===== config.mk =====
export PLATFORM = sky130hd
export DESIGN_NAME = phase_clock_gen
export DESIGN_NICKNAME = d
export VERILOG_FILES = /design/src/rtl/phase_clock_gen.sv
export SDC_FILE = /design/constraint.sdc
export NUM_CORES = 1
export LEC_CHECK = 0
export BUFFER_PORTS_ARGS = -buffer_cell sky130_fd_sc_hd__buf_2
export CAP_MARGIN = 10
export CORE_ASPECT_RATIO = 0.7
export CORE_MARGIN = 2
export CORE_UTILIZATION = 47
export CTS_CLUSTER_SIZE = 12
export DETAILED_ROUTE_END_ITERATION = 10
export HOLD_SLACK_MARGIN = 0.08
export PLACE_DENSITY_LB_ADDON = 0.15
export SYNTH_ARGS = -nofsm -noshare
export SYNTH_HDL_FRONTEND = slang
export SYNTH_SLANG_ARGS = --single-unit

===== constraint.sdc =====
create_clock -name clk_i -period 4.6 [get_ports clk_i]
set_input_delay 0.23 -clock clk_i [delete_from_list [all_inputs] [get_ports clk_i]]
set_output_delay 0.23 -clock clk_i [all_outputs]
set_load 0.1 [all_outputs]

===== src/rtl/phase_clock_gen.sv =====
// Multi-phase clock-enable generator: NUM_PHASES evenly spaced one-cycle strobes per frame,
// with frame-aligned stall/acknowledge (STALL_MODE=0) or immediate output masking (STALL_MODE=1).
module phase_clock_gen #(
  parameter int unsigned NUM_PHASES  = 2,
  parameter int unsigned SP_W        = 4,
  parameter int unsigned DEF_SPACING = 2,
  parameter int unsigned STALL_MODE  = 0
) (
  input  logic                  clk_i,
  input  logic                  clear_i,
  input  logic [SP_W-1:0]       spacing_i,
  input  logic                  cfg_we_i,
  input  logic                  stall_i,
  output logic                  clk_o,
  output logic                  clear_o,
  output logic [NUM_PHASES-1:0] phi_o,
  output logic                  frame_o,
  output logic                  stall_ack_o
);

  localparam int unsigned PW = (NUM_PHASES > 2) ? $clog2(NUM_PHASES) : 1;

  typedef enum logic [1:0] {
    ST_RUN   = 2'd0,
    ST_DRAIN = 2'd1,
    ST_HALT  = 2'd2
  } state_t;

  state_t                state_q, state_d;
  logic [SP_W-1:0]       s_q, s_d;
  logic [PW-1:0]         p_q, p_d;
  logic [SP_W-1:0]       act_sp_q, act_sp_d;
  logic [SP_W-1:0]       pend_sp_q, pend_sp_d;
  logic                  pend_v_q, pend_v_d;
  logic [NUM_PHASES-1:0] phi_q, phi_d;
  logic                  frame_q, frame_d;
  logic                  ack_q, ack_d;

  logic [SP_W-1:0]       eff_sp;
  logic                  counting;
  logic                  s_last;
  logic                  p_last;
  logic                  wrap;

  assign clk_o   = clk_i;
  assign clear_o = clear_i;

  always_comb begin
    eff_sp   = (act_sp_q == '0) ? SP_W'(1) : act_sp_q;
    counting = (state_q != ST_HALT);
    s_last   = (s_q == eff_sp - SP_W'(1));
    p_last   = (p_q == PW'(NUM_PHASES - 1));
    wrap     = counting && s_last && p_last;
  end

  // Halt is only entered on a wrap edge so a started frame always completes.
  always_comb begin
    state_d = state_q;
    if (STALL_MODE == 0) begin
      case (state_q)
        ST_RUN: begin
          if (stall_i) state_d = wrap ? ST_HALT : ST_DRAIN;
        end
        ST_DRAIN: begin
          if (!stall_i)  state_d = ST_RUN;
          else if (wrap) state_d = ST_HALT;
        end
        ST_HALT: begin
          if (!stall_i) state_d = ST_RUN;
        end
        default: state_d = ST_RUN;
      endcase
    end else begin
      state_d = ST_RUN;
    end
    ack_d = (state_d == ST_HALT);
  end

  always_comb begin
    s_d = s_q;
    p_d = p_q;
    if (counting) begin
      if (s_last) begin
        s_d = '0;
        p_d = p_last ? '0 : p_q + PW'(1);
      end else begin
        s_d = s_q + SP_W'(1);
      end
    end else begin
      s_d = '0;
      p_d = '0;
    end
  end

  always_comb begin
    phi_d = '0;
    if (counting && (s_q == '0)) begin
      for (int unsigned i = 0; i < NUM_PHASES; i++) begin
        phi_d[i] = (p_q == PW'(i));
      end
    end
    frame_d = phi_d[0];
  end

  // A write coinciding with a wrap only lands in pending; act_sp takes the older pending value.
  always_comb begin
    pend_sp_d = cfg_we_i ? spacing_i : pend_sp_q;
    act_sp_d  = act_sp_q;
    pend_v_d  = pend_v_q;
    if ((wrap || (state_q == ST_HALT)) && pend_v_q) begin
      act_sp_d = pend_sp_q;
      pend_v_d = 1'b0;
    end
    if (cfg_we_i) pend_v_d = 1'b1;
  end

  always_ff @(posedge clk_i or negedge clear_i) begin
    if (!clear_i) begin
      state_q   <= ST_RUN;
      s_q       <= '0;
      p_q       <= '0;
      act_sp_q  <= SP_W'(DEF_SPACING);
      pend_sp_q <= '0;
      pend_v_q  <= 1'b0;
      phi_q     <= '0;
      frame_q   <= 1'b0;
      ack_q     <= 1'b0;
    end else begin
      state_q   <= state_d;
      s_q       <= s_d;
      p_q       <= p_d;
      act_sp_q  <= act_sp_d;
      pend_sp_q <= pend_sp_d;
      pend_v_q  <= pend_v_d;
      phi_q     <= phi_d;
      frame_q   <= frame_d;
      ack_q     <= ack_d;
    end
  end

  always_comb begin
    if (STALL_MODE == 1) begin
      phi_o       = phi_q & ~{NUM_PHASES{stall_i}};
      frame_o     = frame_q & ~stall_i;
      stall_ack_o = stall_i;
    end else begin
      phi_o       = phi_q;
      frame_o     = frame_q;
      stall_ack_o = ack_q;
    end
  end

endmodule


==> summary.md, run 1 <==
| Metric | Value |
|---|---|
| DR pass1 iterations | `4` |
| Rows | `13` |
| Most frequent cell after synthesis | `dfrtp_1` |
| Fin nets | `110` |
| DIE HEIGHT | `approximately 41 µm` |
| P per Cell Area | `just over 800 nW/µm²` |
| TritonCTS clock tree | `done` |
| Largest net degree at the start of global routing | `21` |
| Setup-failing EPs final | `0` |
| Pins Over Slew Limit | `0` |
| Worst EP required | `4.37 ns` |
| Clock Skew | `0.00160 ns` |
| Critical Path Start Type | `clock port` |
| WHS | `around 0.11 ns` |
| Gr ovfl total | `0` |
| HPWL after DPL | `between 1000 and 1500 µm` |
| Antenna violations before repair | `0` |
| Vias | `615` |
| Max Fanout on Critical Path | `2` |
| Switch share | `just under 50%` |
| Layout cells sized above 1 | `a little under a third` |
| Vias in the first global route | `~610` |
| Layout Area Growth over Synthesis | `19.4%` |
| Setup TNS | `0 ns` |
| Worst reg-to-reg setup slack | `2.37 ns` |
| Worst-Margin Slew | `~0.73 ns` |
| CTS resizes | `0` |
| LEAKAGE | `around 0.50 nW` |
| Drc violations | `0` |
| Crit end category | `output port` |
| Clk slew on worst S/H paths | `0.10 ns` |
| Hold WC Path Type | `in -> reg` |
| Gpl congestion | `0.744` |
| I/O pin count | `14` |
| Post-synth cell types | `29` |
| WL/cell | `~13 µm` |
| Max rail drop VDD | `0.685 mV` |
| GRT Util Overall | `17.1%` |
| Vias per cell | `a little over 5` |
| Flip-flop and latch count after synthesis | `19` |
| Mapped Area | `907 µm²` |
| CP Data Arrival Time | `roughly 2.8 ns` |
| Slew HR | `between 50 and 60%` |
| Mapped Cells | `76` |
| First-pass GRT wire length | `2660 µm` |
| Yosys top cell area share | `between 40% and 50%` |
| Mean Syn Cell Area | `approximately 12 µm²` |
| Yosys warning count | `0` |
| WL final | `1550 µm` |
| Async set-or-reset flop fraction in the synthesized netlist | `100%` |
| Post-synth EDFFs | `0` |
| # port buffers | `13` |
| Final hold vios | `0` |
| Clock Power Share | `between 20 and 25%` |
| Internal Power | `about 0.45 mW` |
| Die area | `about 2300 µm²` |
| RSZ-0062 raised after global routing | `false` |
| Final ANT Viol Nets | `0` |
| DR iter-0 viols | `15` |
| Clock Latency Late Sink | `slightly above 0.4 ns` |
| Switching power | `between 0.4 and 0.5 mW` |
| Combinational power share | `between 40% and 50%` |
| Synth top cells by count | `dfrtp_1, mux2_2, nor3_1, inv_1, nand2_1` |
| Status | `complete, no violations` |
| Core Region | `about 1800 µm²` |
| Critical path class | `clk -> out` |
| Largest area contributor in the netlist | `dfrtp_1` |
| Ys flop type | `dfrtp_1` |
| Max-Cap Viols | `0` |
| Ant. Diodes | `0` |
| Sequential fraction of the synthesis area | `between 50% and 60%` |
| Synth top area cells | `dfrtp_1, mux2_2, ha_1, nor3_1, dfstp_2` |
| Die width | `between 50 and 60 µm` |
| Starting density of the core | `around half` |
| Reg power frac | `between 30 and 40%` |
| Syn nets | `a little under 90` |
-- worst paths after layout --
path,start,to,depth (start not counted)
min,cfg_we_i,pend_v_q$_DFFE_PN0P_,2
max,clk_i,clk_o,3
min reg2reg,pend_sp_q[1]$_DFFE_PN0P_,pend_sp_q[1]$_DFFE_PN0P_,1
max reg2reg,act_sp_q[1]$_DFFE_PN1P_,act_sp_q[0]$_DFFE_PN0P_,8
min in group asynchronous,clear_i,act_sp_q[0]$_DFFE_PN0P_,2
max in group asynchronous,clear_i,act_sp_q[1]$_DFFE_PN1P_,2
-- flip-flops by register name, indices dropped and copies added, names as in the netlist --
name,cells
stall_ack_o,1
state_q,2
pend_sp_q,4
p_last,1
s_q,4
pend_v_q,1
act_sp_q,4
phi_o,2
-- layout make-up --
class                   count  area (µm²)
multi-input cells          49         389
flip-flops and latches     19         477
repair buffers             18         120
clock inverters             1        5.00
inverters                   4        15.0
clock buffers               7        50.0
fillers                   166         754
well taps                  22        27.5
-- critical path, stage by stage --
cell      delay (ns)
clkbuf_4        0.10
clkbuf_4        0.12
buf_2           0.28
-- layer usage --
layer | vias to the layer above | track usage (%) | share of wire, %
met5 | - | 0 | 0
met1 | 291 | 19.9 | 51
li1 | 306 | - | -
met3 | 5 | 6.62 | 4.5
met2 | 13 | 25.6 | 42
met4 | 0 | 15.5 | 2.6
-- repair_timing --
item | in CTS | in global routing
hold endpoints to repair | 26 | 0
buffers inserted | 0 | 0
hold buffers | 6 | 0
setup endpoints to repair | 0 | 0
-- metrics by stage --
stage | instance area, µm² | std cells | utilization (%) | setup slack [ns] | total power, mW
CTS | 1080 | 120 | 59.0 | 1.56 | 0.881
floorplan | 907 | 76 | - | 1.86 | 0.689
global route | 1080 | 120 | 59.0 | 1.56 | 0.944
detailed placement | 973 | 107 | 53.0 | 1.80 | 0.752
global placement | 973 | 107 | 53.0 | 1.80 | 0.739
finish | 1080 | 120 | 59.0 | 1.57 | 0.871
-- cells by family (layout without fill, tap and decap cells) --
family,after synthesis,in the layout,share of synthesized area (%)
AOI/OAI and AO/OA,9,9,8.55
adders and majority gates,3,3,4.14
xor gates and xnor gates,6,6,5.79
DFF,19,19,52.6
buffers and inverters,8,30,4.55
and+or+nand+nor,22,22,13.4
muxes,9,9,11.0
-- cell usage in the layout, fill, tap and decap left out --
cell / count
dfrtp_1: 18
buf_2: 13
mux2_2: 8
nor3_1: 6
clkbuf_4: 6
dlygate4sd3_1: 6
inv_1: 4
nand2_1: 4
nor2_1: 3
xnor2_1: 3
xor2_1: 3
ha_1: 3
o21ai_0: 2
o21a_1: 2
nor2b_1: 1
o21ai_1: 1
mux2i_1: 1
nand3b_1: 1
a22oi_2: 1
nor3b_1: 1
nor4b_1: 1
or3b_1: 1
and3b_1: 1
and3_1: 1
nand3_1: 1
o31ai_4: 1
or3_1: 1
a21oi_1: 1
a31o_1: 1
dfstp_2: 1
clkinv_2: 1
-- power groups by stage --
stage / sequential [mW] / clock, mW / combinational, mW
after CTS: 0.293 / 0.204 / 0.383
after detailed placement: 0.297 / 0.0765 / 0.378
after global routing: 0.306 / 0.211 / 0.428
final: 0.295 / 0.196 / 0.381
after floorplan: 0.329 / 0.0820 / 0.278
after global placement: 0.297 / 0.0765 / 0.366
Note: power is estimated with default switching activity, not from simulation.
==> inputs of run 2 (changes only) <==
==> constraint.sdc (replaced) <==
create_clock -name clk_i -period 2.45 [get_ports clk_i]
set_input_delay 0.1225 -clock clk_i [delete_from_list [all_inputs] [get_ports clk_i]]
set_output_delay 0.1225 -clock clk_i [all_outputs]
set_load 0.1 [all_outputs]
==> summary.md, run 2 (same netlist as run 1, synthesis figures left out) <==
| Metric | Value |
|---|---|
| Pins Over Slew Limit | `0` |
| Fin crit share | `90.4%` |
| Area of the multi-input gates | `~400 µm²` |
| Core Region | `approximately 1800 µm²` |
| DR pass1 iterations | `4` |
| CP Data Arrival Time | `2.52 ns` |
| First-pass GRT wire length | `approximately 2800 µm` |
| CTS resizes | `0` |
| Setup-failing EPs final | `0` |
| Drc violations | `0` |
| Fmax | `around 0.45 GHz` |
| Critical Path Start Type | `flop` |
| Setup TNS | `0 ns` |
| Status | `complete, no violations` |
| Clock Latency Late Sink | `about 0.40 ns` |
| Hold WC Path Type | `in -> async` |
| Max Fanout on Critical Path | `6` |
| Antenna violations before repair | `0` |
| Vias in the first global route | `634` |
| Min Clock Period, post-route | `around 2.2 ns` |
| CP peak stage delay | `0.58 ns` |
| Storage cell area | `477 µm²` |
| TritonCTS clock tree | `done` |
| Final hold vios | `0` |
| Most frequent cells in the layout | `dfrtp_1, buf_2, dlygate4sd3_1` |
| Clk slew on worst S/H paths | `between 0.1 and 0.15 ns` |
| GRT Util Overall | `between 10% and 20%` |
| Critical path class | `reg -> reg` |
| Starting density of the core | `49.4%` |
| Gr ovfl total | `0` |
| Layout cells sized above 1 | `between 30% and 40%` |
| WL final | `~1600 µm` |
| Final ANT Viol Nets | `0` |
| P per Cell Area | `roughly 1400 nW/µm²` |
| Worst-Margin Slew | `slightly below 0.5 ns` |
| Crit end category | `flop` |
| Clock Skew | `around 0.0051 ns` |
| LEAKAGE | `around 0.52 nW` |
| WHS | `~0.17 ns` |
| Crit-path cells | `nor3_1 > nor2_1 > ha_1 > xor2_1 > xnor2_1 > nand2_1 > o31ai_4 > mux2_2` |
| Die width | `~57 µm` |
| Vias per cell | `slightly above 5` |
| Slew HR | `between 60% and 70%` |
| DIE HEIGHT | `40.8 µm` |
| WL/cell | `12.7 µm` |
| Max-Cap Viols | `0` |
| Reg2reg start | `act_sp_q[1]$_DFFE_PN1P_` |
| GR Util met2 | `approximately 30%` |
| Die area | `2300 µm²` |
| I/O pin count | `14` |
| Largest net degree at the start of global routing | `21` |
| HPWL after DPL | `about 1100 µm` |
| Fin nets | `116` |
| Most common cell after layout, fill and taps aside | `dfrtp_1` |
| Met1 Use GR | `a little over 20%` |
| Max rail drop VDD | `roughly 1.0 mV` |
| Vias | `about 650` |
| # port buffers | `13` |
| Slowest cell on crit path | `dfstp_2` |
| RSZ-0062 raised after global routing | `false` |
| Gpl congestion | `~0.75` |
| Layout Area Growth over Synthesis | `26.1%` |
| Rows | `13` |
| R2R cell count | `8` |
| Largest registers | `act_sp_q (4), pend_sp_q (4), s_q (4)` |
| Ant. Diodes | `0` |
| DR iter-0 viols | `11` |
| Fill cell count | `approximately 170` |
| Reg2reg end | `act_sp_q[2]$_DFFE_PN0P_` |
| Grt met3 use | `8.52%` |
| Gr busiest metal | `met2` |
| Worst reg-to-reg setup slack | `between 0.2 and 0.25 ns` |
| Worst EP required | `roughly 2.8 ns` |
==> run 2: cell count changes in the layout (fill, tap and decap cells not counted) <==
cell / previous run / this run
clkinv_2: 1 / 0
buf_4: 0 / 1
dlygate4sd3_1: 6 / 11
clkinvlp_4: 0 / 1
==> run 2: worst max path at each step <==
| stage | start | end | cells after the start |
|---|---|---|---|
| floorplan | act_sp_q[1]$_DFFE_PN1P_ | act_sp_q[0]$_DFFE_PN0P_ | 8 |
| global placement | act_sp_q[1]$_DFFE_PN1P_ | act_sp_q[0]$_DFFE_PN0P_ | 8 |
| detailed placement | act_sp_q[1]$_DFFE_PN1P_ | act_sp_q[2]$_DFFE_PN0P_ | 8 |
| CTS | act_sp_q[1]$_DFFE_PN1P_ | act_sp_q[0]$_DFFE_PN0P_ | 8 |
| global route | act_sp_q[1]$_DFFE_PN1P_ | act_sp_q[0]$_DFFE_PN0P_ | 8 |
| finish | act_sp_q[1]$_DFFE_PN1P_ | act_sp_q[2]$_DFFE_PN0P_ | 8 |
==> run 2: metrics by stage <==
stage	std cells	setup slack, ns	util, %	power (mW)	cell area (µm²)
final	126	0.235	62.2	1.65	1140
after CTS	126	0.213	62.2	1.67	1140
after global placement	108	0.300	53.4	1.39	981
after floorplan	76	0.415	-	1.29	907
after detailed placement	108	0.237	53.4	1.41	981
after global routing	126	0.0226	62.2	1.80	1140
==> run 2: metal layers <==
metal | part of all wire, % | routed length, µm
met3 | 4.6 | 73
met1 | 49 | 782
met5 | 0 | 0
met2 | 45 | 715
met4 | 1.7 | 27
==> run 2: critical path: cells and delay by family, from the launching register on <==
| kind | cells | cell delay (ns) |
|---|---|---|
| adder cells (fa/ha/maj) | 1 | 0.17 |
| AO/OA/AOI/OAI | 1 | 0.34 |
| multiplexers | 1 | 0.38 |
| XOR/XNOR | 2 | 0.32 |
| AND/OR/NAND/NOR | 3 | 0.32 |
| flip-flops | 1 | 0.58 |
==> run 2: what timing repair did <==
item / in CTS / in global routing
hold endpoints to repair: 27 / 0
buffers inserted: 0 / 0
hold buffers: 11 / 0
==> run 2: power breakdown <==
part,total (mW),leakage (nW),switching (mW),internal [mW]
logic,0.717,0.258,0.426,0.291
registers,0.556,0.231,0.124,0.432
clock network,0.373,0.0317,0.245,0.127
total,1.65,0.520,0.796,0.850
==> run 2: layout make-up <==
type                            count  share of cell area (%)
Clock inverter                      1                   0.656
Timing Repair Buffer               24                    15.5
Clock buffer                        7                    4.38
Tap cell                           22                    2.41
Multi-Input combinational cell     49                    34.0
Inverter                            4                    1.31
Sequential cell                    19                    41.7
